$ cat src/rtl/fetch_queue.sv
// Instruction-fetch front end: owns the fetch PC, issues word reads to a 1-cycle IMEM,
// buffers {instr, pc} in a small FIFO for decode. Optional macro: FETCH_BYPASS_EN.
module fetch_queue #(
  parameter logic [31:0] RESET_PC = 32'h0000_0000,
  parameter int          DEPTH    = 4
) (
  input  logic                       clk,
  input  logic                       rst,
  output logic                       imem_en,
  output logic [31:0]                imem_addr,
  input  logic [31:0]                imem_rdata,
  input  logic                       redirect,
  input  logic [31:0]                redirect_pc,
  output logic                       id_valid,
  input  logic                       id_ready,
  output logic [31:0]                id_instr,
  output logic [31:0]                id_pc,
  output logic [$clog2(DEPTH):0]     occupancy
);

  localparam int          AW  = $clog2(DEPTH);
  localparam logic [31:0] NOP = 32'h0000_0013;

  // Handshake: an instruction transfers to decode on any clock edge where
  // id_valid && id_ready are both high; id_* hold steady while id_valid && !id_ready.

  typedef struct packed {
    logic [31:0] instr;
    logic [31:0] pc;
  } entry_t;

  entry_t        mem [DEPTH];
  logic [AW:0]   wr_ptr;
  logic [AW:0]   rd_ptr;
  logic [AW:0]   count;
  logic [31:0]   pc_q;
  logic [31:0]   inflight_pc;
  logic          inflight;
  logic [AW+1:0] reserved;
  logic          issue;
  logic          push;
  logic          pop;
  logic          not_empty;
  entry_t        head;

  assign count     = wr_ptr - rd_ptr;
  assign not_empty = (count != '0);
  assign head      = mem[rd_ptr[AW-1:0]];
  assign occupancy = count;

  // Slot reservation counts the read in flight and ignores a same-cycle pop,
  // so a returning word always has room.
  assign reserved  = {1'b0, count} + {{(AW+1){1'b0}}, inflight};
  assign issue     = !rst && !redirect && (reserved < (AW+2)'(DEPTH));
  assign imem_en   = issue;
  assign imem_addr = pc_q;

`ifdef FETCH_BYPASS_EN
  logic bypass;

  // Returning word goes straight to decode when the FIFO is empty.
  assign bypass   = !not_empty && inflight && !redirect;
  assign id_valid = not_empty || bypass;
  assign pop      = not_empty && id_ready;
  assign push     = inflight && !redirect && !(bypass && id_ready);

  always_comb begin
    id_instr = NOP;
    id_pc    = 32'h0;
    if (not_empty) begin
      id_instr = head.instr;
      id_pc    = head.pc;
    end else if (bypass) begin
      id_instr = imem_rdata;
      id_pc    = inflight_pc;
    end
  end
`else
  assign id_valid = not_empty;
  assign pop      = not_empty && id_ready;
  assign push     = inflight && !redirect;

  always_comb begin
    id_instr = NOP;
    id_pc    = 32'h0;
    if (not_empty) begin
      id_instr = head.instr;
      id_pc    = head.pc;
    end
  end
`endif

  always_ff @(posedge clk) begin
    if (rst) begin
      pc_q        <= RESET_PC;
      inflight    <= 1'b0;
      inflight_pc <= 32'h0;
      wr_ptr      <= '0;
      rd_ptr      <= '0;
    end else if (redirect) begin
      // Flush: queued words and the returning read are dropped.
      pc_q     <= redirect_pc & ~32'h3;
      inflight <= 1'b0;
      wr_ptr   <= '0;
      rd_ptr   <= '0;
    end else begin
      inflight <= issue;
      if (issue) begin
        pc_q        <= pc_q + 32'd4;
        inflight_pc <= pc_q;
      end
      if (push) begin
        wr_ptr <= wr_ptr + 1'b1;
      end
      if (pop) begin
        rd_ptr <= rd_ptr + 1'b1;
      end
    end
  end

  // Storage needs no reset; validity is tracked by the pointers.
  always_ff @(posedge clk) begin
    if (!rst && !redirect && push) begin
      mem[wr_ptr[AW-1:0]] <= '{instr: imem_rdata, pc: inflight_pc};
    end
  end

  no_overflow: assert property (@(posedge clk) disable iff (rst)
    !(push && count == (AW+1)'(DEPTH)));

endmodule

$ cat config.mk
export PLATFORM = sky130hd
export DESIGN_NAME = fetch_queue
export DESIGN_NICKNAME = d
export VERILOG_FILES = /design/src/rtl/fetch_queue.sv
export SDC_FILE = /design/constraint.sdc
export NUM_CORES = 1
export LEC_CHECK = 0
export CAP_MARGIN = 20
export CORE_UTILIZATION = 59
export CTS_CLUSTER_SIZE = 10
export DETAILED_ROUTE_END_ITERATION = 8
export GPL_TIMING_DRIVEN = 0
export PLACE_DENSITY = 0.83
export SLEW_MARGIN = 20
export SYNTH_ARGS = -nofsm -noshare
export SYNTH_HDL_FRONTEND = slang
export SYNTH_SLANG_ARGS = --single-unit
export TNS_END_PERCENT = 50
$ cat constraint.sdc
create_clock -name clk -period 6.9 [get_ports clk]
set_input_delay 1.38 -clock clk [delete_from_list [all_inputs] [get_ports clk]]
set_output_delay 1.38 -clock clk [all_outputs]
set_load 0.005 [all_outputs]
Yosys cells after proc, flatten, opt, wreduce, memory -nomap -nowiden
Memories as Yosys holds them, arrays and structs flattened. A register that Yosys moved wholly into a read port is not among the register bits.
Cells that the tools add are included.
{"block": "totals", "out_inout_bits": 101, "reg_bits": 71, "word_cells": 33, "memories": 1, "inputBits": 68, "mem_bits_rw": 256}
{"block": "op_classes", "add_sub_neg": 5, "magnitude_cmp": 1, "n_reduce_logical": 11, "muxes": 8, "n_bitwise": 1}
{"name": "mem", "words": 4, "word_bits": 64, "read_ports": 1, "rd_clocked_by_memory_dff": 1, "wr": 1, "line": "32", "text": "entry_t mem [DEPTH];"}
{"cell": "2-to-1 mux 32 bit", "n": 4}
{"cell": "adder 32 x 3 -> 32 bit (second input constant)", "n": 1}
{"cell": "adder 3 x 1 -> 3 bit (second input constant)", "n": 2}
{"cell": "logical AND 1 bit", "n": 5}
{"cell": "adder 3 x 1 -> 4 bit", "n": 1}
{"cell": "< comparator 4 x 3 -> 1 bit (second input constant)", "n": 1}
{"cell": "2-to-1 mux 2 bit", "n": 2}
{"cell": "nonzero test 3 bit", "n": 1}
{"cell": "subtractor 3 bit", "n": 1}
{"cell": "logical NOT 1 bit", "n": 2}
{"cell": "2-to-1 mux 1 bit", "n": 2}
{"cell": "AND reduction 2 bit", "n": 1}
{"cell": "nonzero test 2 bit", "n": 1}
{"cell": "OR reduction 2 bit", "n": 1}
{"cell": "inverter 1 bit", "n": 1}

Longest topological paths before layout
Gate-level depths: netlist (run 1).
{"block": "depth", "ltp_word": 6, "depth_mapped": 10, "mapped_depth_nobuf": 10}

Least setup slack after synthesis (run 1)
Ideal clock, no wire load.
{"block": "synth_path", "kind": "input -> register", "startpoint": "in redirect", "endpoint": "mem mem[3][10] in the netlist's numbering (enable)", "required_time_ps": 6418, "n_path_buf": 2, "stages": 4, "slack_ps": 1733, "setup_time_ps": 482, "arrival_time_ps": 4685, "path_cell_list": "clkbuf_1 > or2_2 > clkbuf_1 > nor2_1"}
{"block": "synth_between", "elab_chain_len": 5, "word_cells_on_any_way": 6, "classes_between": "mux: 2; reduce/logical: 4"}
{"item": "start, declared", "line": "12", "text": "input logic redirect,"}
{"item": "logical NOT 1 bit (*)", "line": "81, 123"}
{"item": "logical AND 1 bit (on tied branches)", "line": "123, 81"}
{"item": "logical AND 1 bit (*)", "line": "123", "text": "if (!rst && !redirect && push) begin"}
{"item": "2-to-1 mux 1 bit (*)", "line": "123"}
{"item": "2-to-1 mux 1 bit (implied by the code) (*)", "line": "124", "text": "mem[wr_ptr[AW-1:0]] <= '{instr: imem_rdata, pc: inflight_pc};"}
{"item": "end, declared", "line": "32"}
Every way passes the cells marked *; elsewhere a longest branch is shown, timed or not.

Worst setup path in the final report (run 1)
{"block": "layout_path", "startpoint": "reg wr_ptr[0]", "endpoint": "out id_pc[29]"}
{"block": "layout_between", "elab_chain_len": 3}
{"item": "start, declared", "line": "33", "text": "logic [AW:0] wr_ptr;"}
{"item": "start signal, assigned", "line": "113", "text": "wr_ptr <= wr_ptr + 1'b1;"}
{"item": "subtractor 3 bit", "line": "46", "text": "assign count = wr_ptr - rd_ptr;"}
{"item": "nonzero test 3 bit", "line": "47", "text": "assign not_empty = (count != '0);"}
{"item": "2-to-1 mux 32 bit", "line": "86", "text": "if (not_empty) begin"}
{"item": "end, declared", "line": "17", "text": "output logic [31:0] id_pc,"}
No other way between the ends.

==> results of run 1 <==
report_power, final:
| part | switching, mW | leakage [nW] | internal (mW) |
|---|---|---|---|
| Sequential | 0.0319 | 2.86 | 2.08 |
| Clock | 0.686 | 0.515 | 1.04 |
| Combinational | 0.116 | 1.75 | 0.148 |
sequential cells by signal (all words and copies together), names as in the netlist, named ones only:
signal	count
wr_ptr	3
inflight	1
imem_addr	30
inflight_pc	30
mem	248
rd_ptr	3
worst max-delay path: cells and delay by family (launching register included):
| kind | cells | cell delay, ns |
|---|---|---|
| fa+ha+maj | 2 | 0.60 |
| simple gates | 2 | 0.68 |
| buf+inv | 5 | 1.43 |
| xor+xnor | 1 | 0.35 |
| flops | 1 | 0.42 |
cells in the final DEF, fill, tap and decap left out, types with 5 or more instances in the layout:
cell | Yosys | routed
nor3_1 | 5 | 5
nand3_1 | 17 | 17
ha_1 | 7 | 7
xnor2_1 | 15 | 15
dfxtp_1 | 69 | 69
nor2_1 | 26 | 25
buf_1 | 8 | 8
a21oi_1 | 46 | 46
o21ai_0 | 5 | 5
clkbuf_16 | 0 | 39
xor2_1 | 8 | 8
edfxtp_1 | 248 | 248
inv_1 | 17 | 17
clkdlybuf4s50_1 | 0 | 160
nor4_1 | 11 | 11
nand2_1 | 87 | 87
nand4_1 | 7 | 7
mux4_2 | 62 | 62
and4_1 | 8 | 8
a211oi_1 | 9 | 9
and2_1 | 60 | 60
clkbuf_1 | 34 | 53
metrics by stage:
stage | total power, mW | std cells
2_1_floorplan | 2.25 | 803
3_3_place_gp | 2.40 | 1233
3_5_place_dp | 2.41 | 1238
4_1_cts | 4.13 | 1298
5_1_grt | 4.22 | 1298
6_report | 4.11 | 1298
layout make-up:
class	count	share of cell area
Sequential cell	317	0.562
Clock inverter	1	0.000557
Tap cell	270	0.0215
Timing Repair Buffer	165	0.110
Clock buffer	59	0.0675
Multi-Input combinational cell	419	0.222
Buffer	49	0.0129
Inverter	18	0.00430
per-layer routing:
metal / share of wire / routed length (µm)
met5: 0 / 0
met4: 0.017 / 454
met3: 0.070 / 1890
met2: 0.48 / 13000
met1: 0.43 / 11600
cells by family after synthesis:
group | after synthesis | share of synthesized area
other | 1 | 0.000299
AO/OA/AOI/OAI | 76 | 0.0358
flip-flops | 317 | 0.703
buffers and inverters | 67 | 0.0215
multiplexers | 66 | 0.115
AND/OR/NAND/NOR | 241 | 0.0979
adder cells (fa/ha/maj) | 8 | 0.00857
XOR/XNOR | 24 | 0.0179
how the worst max path moves through the flow:
stage                     startpoint    endpoint  slack (ns)  depth (start not counted)
after global placement      redirect  mem[3][60]       -0.22                          4
after global routing       wr_ptr[0]   id_pc[29]        1.24                         10
after detailed placement   wr_ptr[0]   id_pc[29]        2.05                         10
after CTS                  wr_ptr[0]   id_pc[29]        1.44                         10
final                      wr_ptr[0]   id_pc[29]        1.52                         10
after floorplan             redirect  mem[3][10]        1.73                          4
==> impl_metrics.yaml, run 1 <==
synthesis:
  yosysTopAreaCellShare: 0.593
  synth_area_um2: 12600
  syn_area_per_cell_um2: 15.7
  synth-seq-cells: 317
  ys_types: 47
  synth.most_common_cell: "edfxtp_1"
  synth_edf_count: 248
  async_flop_share: 0
  synth_top_cells_by_count: "edfxtp_1 (248), nand2_1 (87), dfxtp_1 (69)"
  ys_seq_area_frac: 0.703
  ys_top_cells_by_area: "edfxtp_1 (59%), mux4_2 (11%), dfxtp_1 (11%)"
  yosysWarnings: 0
  ys.flop_type: "edfxtp_1"
  synth_top_cell_by_area: "edfxtp_1"
  syn_inst: 800
outcome:
  status: "completed"
hold_path:
  whs_path_depth: 2
  hold_path.class: "reg -> reg"
  hold_end: "inflight_pc[25]"
  min-delay-start: "imem_addr[25]"
critical_path:
  cp_cell_sequence: "inv_1, ha_1, fa_1, xnor3_2, inv_1, nor3_1, inv_1, clkbuf_1, and2_1, clkdlybuf4s50_1"
  regToRegStartpoint: "wr_ptr[0]"
  reg2reg_slack_ns: 3.74
  critPathLaunchType: "flip-flop"
  critical_path.max_fanout: 10
  crit_arrival_ns: 4.00
  cp.required_ns: 5.52
  rr_worst_depth: 9
  cp_common_cell: "inv_1"
  regToRegEndpoint: "imem_addr[24]"
  worst_setup_path_end_kind: "output pin"
  slowest_delay_ns: 0.45
  critPathKind: "reg -> out"
  critPathSlowestCell: "nor3_1"
floorplan:
  rows: 52
  die_h_um: 148
  io_pins: 169
  coreArea_um2: 20600
  die_area_um2: 21900
  initial_core_util: 0.611
  die_x_um: 148
clocking:
  clkLatencyLatePin_ns: 0.51
  cts_resized: 0
  cts_hold_buf: 0
  cts.sinks: 317
  cts_setup_buffers: 0
  h-tree-depth: 2
  cts_tree: "done"
  cts_buffer_depth: 3
  cts.clk_slew.worst_paths_ns: 0.06
  cts_made_buffers: 37
  root_buffer: "clkbuf_16"
place:
  gp_congestion: 0.927
  place_ws_ns: 2.05
  place_hpwl_um: 17300
  place_area_um2: 14600
  portBuffers: 160
timing:
  setup_slack_ns: 1.52
  hold_viol: 0
  setup_viol: 0
  maxSlewViolCount: 0
  max-slew-margin-rel: 0.391
  finClkSkew_ns: 0.0167
  layout_min_cycle_time_ns: 5.38
  max_freq_ghz: 0.186
  tightest_slew_ns: 0.913
  tns_ns: 0
  post-route-period-util: 0.779
  hold_ws_ns: 0.496
  grt_setup_unrepaired: "no"
grt:
  gr-usage-met2: 0.408
  track_usage: 0.257
  grt_overflow: 0
  met3_usage: 0.0392
  grt_max_degree: 45
  grtUsageMet1: 0.372
  antenna_found_initial: 0
  first_global_vias: 7662
  busiest_layer: "met2"
  grt_pass1_wl_um: 42200
route:
  wl_per_cell_um: 20.8
  routed_wl_um: 27000
  ant_nets: 0
  first_iter_violations: 493
  drc: 0
  routed_via_density: 5.83
  dr_total_vias: 7573
  drtPass1Iterations: 5
finish:
  diodes: 0
  final_area_um2: 15700
  seqCellArea_um2: 8830
  fill_cells: 1238
  multi_input_area_um2: 3490
  post-route-util: 0.764
  area_growth_pct: 25.2
  drive_above_1_share: 0.123
  layout.nets: 1083
power_and_ir_drop:
  p_per_area_nw_per_um2: 261
  peakVddDrop_uv: 141
  leakage_nw: 5.13
job:
  max-cap-violations: 0
(Power assumes the default switching activity.)
==> inputs of run 2 (changes only) <==
- CORE_UTILIZATION: 59 -> 49
- PLACE_DENSITY: 0.83 -> 0.73
- clock period: 6.9 -> 4.6 ns (I/O delays scaled with it)
==> run 2 against run 1 <==
Effect of this change: first-iteration DRC count up 5.3%; routed wire length down 0.79%; combinational power up 52%; critical path depth unchanged; sequential cell count unchanged; largest cell class unchanged; register-to-register slack worse by 2.2 ns; hold slack better by 0.0082 ns; cell area up 0.85%; global-route usage down 4.6 points; setup slack worse by 1.3 ns; clock power up 47%; via count down 0.81%.
==> impl_metrics.yaml, run 2 (synthesized netlist as in run 1, its figures left out) <==
timing:
  max_freq_ghz: 0.229
  grt_setup_unrepaired: "no"
  tightest_slew_ns: 0.867
  tns_ns: 0
  post-route-period-util: 0.948
  layout_min_cycle_time_ns: 4.36
  setup_viol: 0
  setup_slack_ns: 0.238
  hold_viol: 0
  finClkSkew_ns: 0.0242
  max-slew-margin-rel: 0.421
  maxSlewViolCount: 0
hold_path:
  hold_end: "inflight_pc[21]"
  hold_path.class: "reg -> reg"
  min-delay-start: "inflight_pc[21]"
  whs_path_depth: 2
critical_path:
  cp.required_ns: 3.68
  rr_worst_depth: 9
  worst_setup_path_end_kind: "output pin"
  regToRegStartpoint: "wr_ptr[0]"
  crit_family: "buffers and inverters"
  crit_arrival_ns: 3.44
  cp_cell_sequence: "inv_1, ha_1, fa_1, xnor3_2, clkinvlp_4, nor3_4, inv_2, clkbuf_2, and2_1, clkdlybuf4s50_1"
  critPathLaunchType: "flip-flop"
  critical_path.max_fanout: 10
  critPathSlowestCell: "clkdlybuf4s50_1"
  crit_buf_inv: 5
  slowest_delay_ns: 0.50
  reg2reg_slack_ns: 1.53
  regToRegEndpoint: "imem_addr[24]"
  critPathKind: "reg -> out"
power_and_ir_drop:
  leakage_nw: 5.16
  p_per_area_nw_per_um2: 385
  p_total_mw: 6.11
  peakVddDrop_uv: 217
grt:
  first_global_vias: 7631
  antenna_found_initial: 0
  grt_pass1_wl_um: 42400
  grt_overflow: 0
  grt_max_degree: 42
  track_usage: 0.211
clocking:
  root_buffer: "clkbuf_16"
  cts_hold_buf: 0
  clkLatencyLatePin_ns: 0.51
  cts.clk_slew.worst_paths_ns: 0.05
  cts_buffer_depth: 3
  cts.sinks: 317
  cts_tree: "done"
  h-tree-depth: 2
  cts_made_buffers: 37
place:
  gp_congestion: 0.917
  place_hpwl_um: 17500
  place_ws_ns: 0.0656
  dp.cells: 1300
  portBuffers: 160
finish:
  fin_cells: 1361
  drive_above_1_share: 0.134
  final_cell_mix: "edfxtp_1 (248), clkdlybuf4s50_1 (160), nand2_1 (87)"
  final_common_cell: "edfxtp_1"
  layout.nets: 1086
  fill_cells: 1837
  diodes: 0
  largest_reg_flops: 248
  area_growth_pct: 26.3
route:
  routed_wl_um: 26800
  wl_per_cell_um: 19.7
  ant_nets: 0
  drtPass1Iterations: 5
  dr_total_vias: 7512
  first_iter_violations: 519
  drc: 0
  routed_via_density: 5.52
floorplan:
  initial_core_util: 0.498
  io_pins: 169
  coreArea_um2: 25200
  rows: 58
  die_h_um: 162
  die_x_um: 162
  die_area_um2: 26300
outcome:
  status: "completed"
job:
  max-cap-violations: 0
run 2: routing by layer:
layer / wire [µm] / vias to the layer above / track usage / part of all wire
li1: - / 3448 / - / -
met3: 1880 / 38 / 0.0401 / 0.070
met5: 0 / - / 0 / 0
met1: 11900 / 3715 / 0.301 / 0.45
met2: 12500 / 311 / 0.334 / 0.47
met4: 497 / 0 / 0.0540 / 0.019
run 2: final cells by class:
type	instances	area, µm²	area share
multi-input combinational	419	3500	0.221
tap	330	413	0.0260
timing repair buffer	169	1800	0.114
sequential	317	8830	0.557
buffer	48	206	0.0130
clock buffer	58	1010	0.0640
clock inverter	2	17.5	0.00111
inverter	18	71.3	0.00450
run 2: worst max path at each step:
stage | start | to | slack (ns) | cells past startpoint
after floorplan | redirect | mem[3][10] | 0.93 | 4
after global placement | redirect | mem[3][38] | -0.54 | 4
after detailed placement | wr_ptr[0] | id_pc[21] | 0.07 | 10
after CTS | wr_ptr[0] | id_pc[29] | 0.00008 | 10
after global routing | wr_ptr[0] | id_pc[29] | 0.03 | 10
final | wr_ptr[0] | id_pc[21] | 0.24 | 10
run 2: report_power, final:
| part | internal (mW) | switching [mW] |
|---|---|---|
| clock network | 1.50 | 1.04 |
| registers | 3.12 | 0.0468 |
| logic | 0.226 | 0.175 |
run 2: stage by stage:
step	util	area (µm²)	hold slack (ns)
finish	0.629	15900	0.504
global route	0.629	15900	0.521
CTS	0.629	15800	0.504
detailed placement	0.587	14800	0.497
global placement	0.579	14600	0.478
floorplan	-	12600	0.460
run 2: worst reg2reg max path, cell delays in order, from the launching register on:
cell and delay [ns]:
dfxtp_1 0.39, inv_1 0.10, ha_1 0.22, fa_1 0.54, or3b_1 0.13, buf_2 0.17, nand3_1 0.26, nor4_1 0.71
a31oi_1 0.19, a211oi_1 0.26
run 2: what timing repair did:
action | 4_1_cts | 5_1_grt
endpoints found under the setup margin | 60 | 61
cloned | 0 | 0
buffers inserted | 0 | 2
pin swaps | 0 | 1
resized for setup | 8 | 2
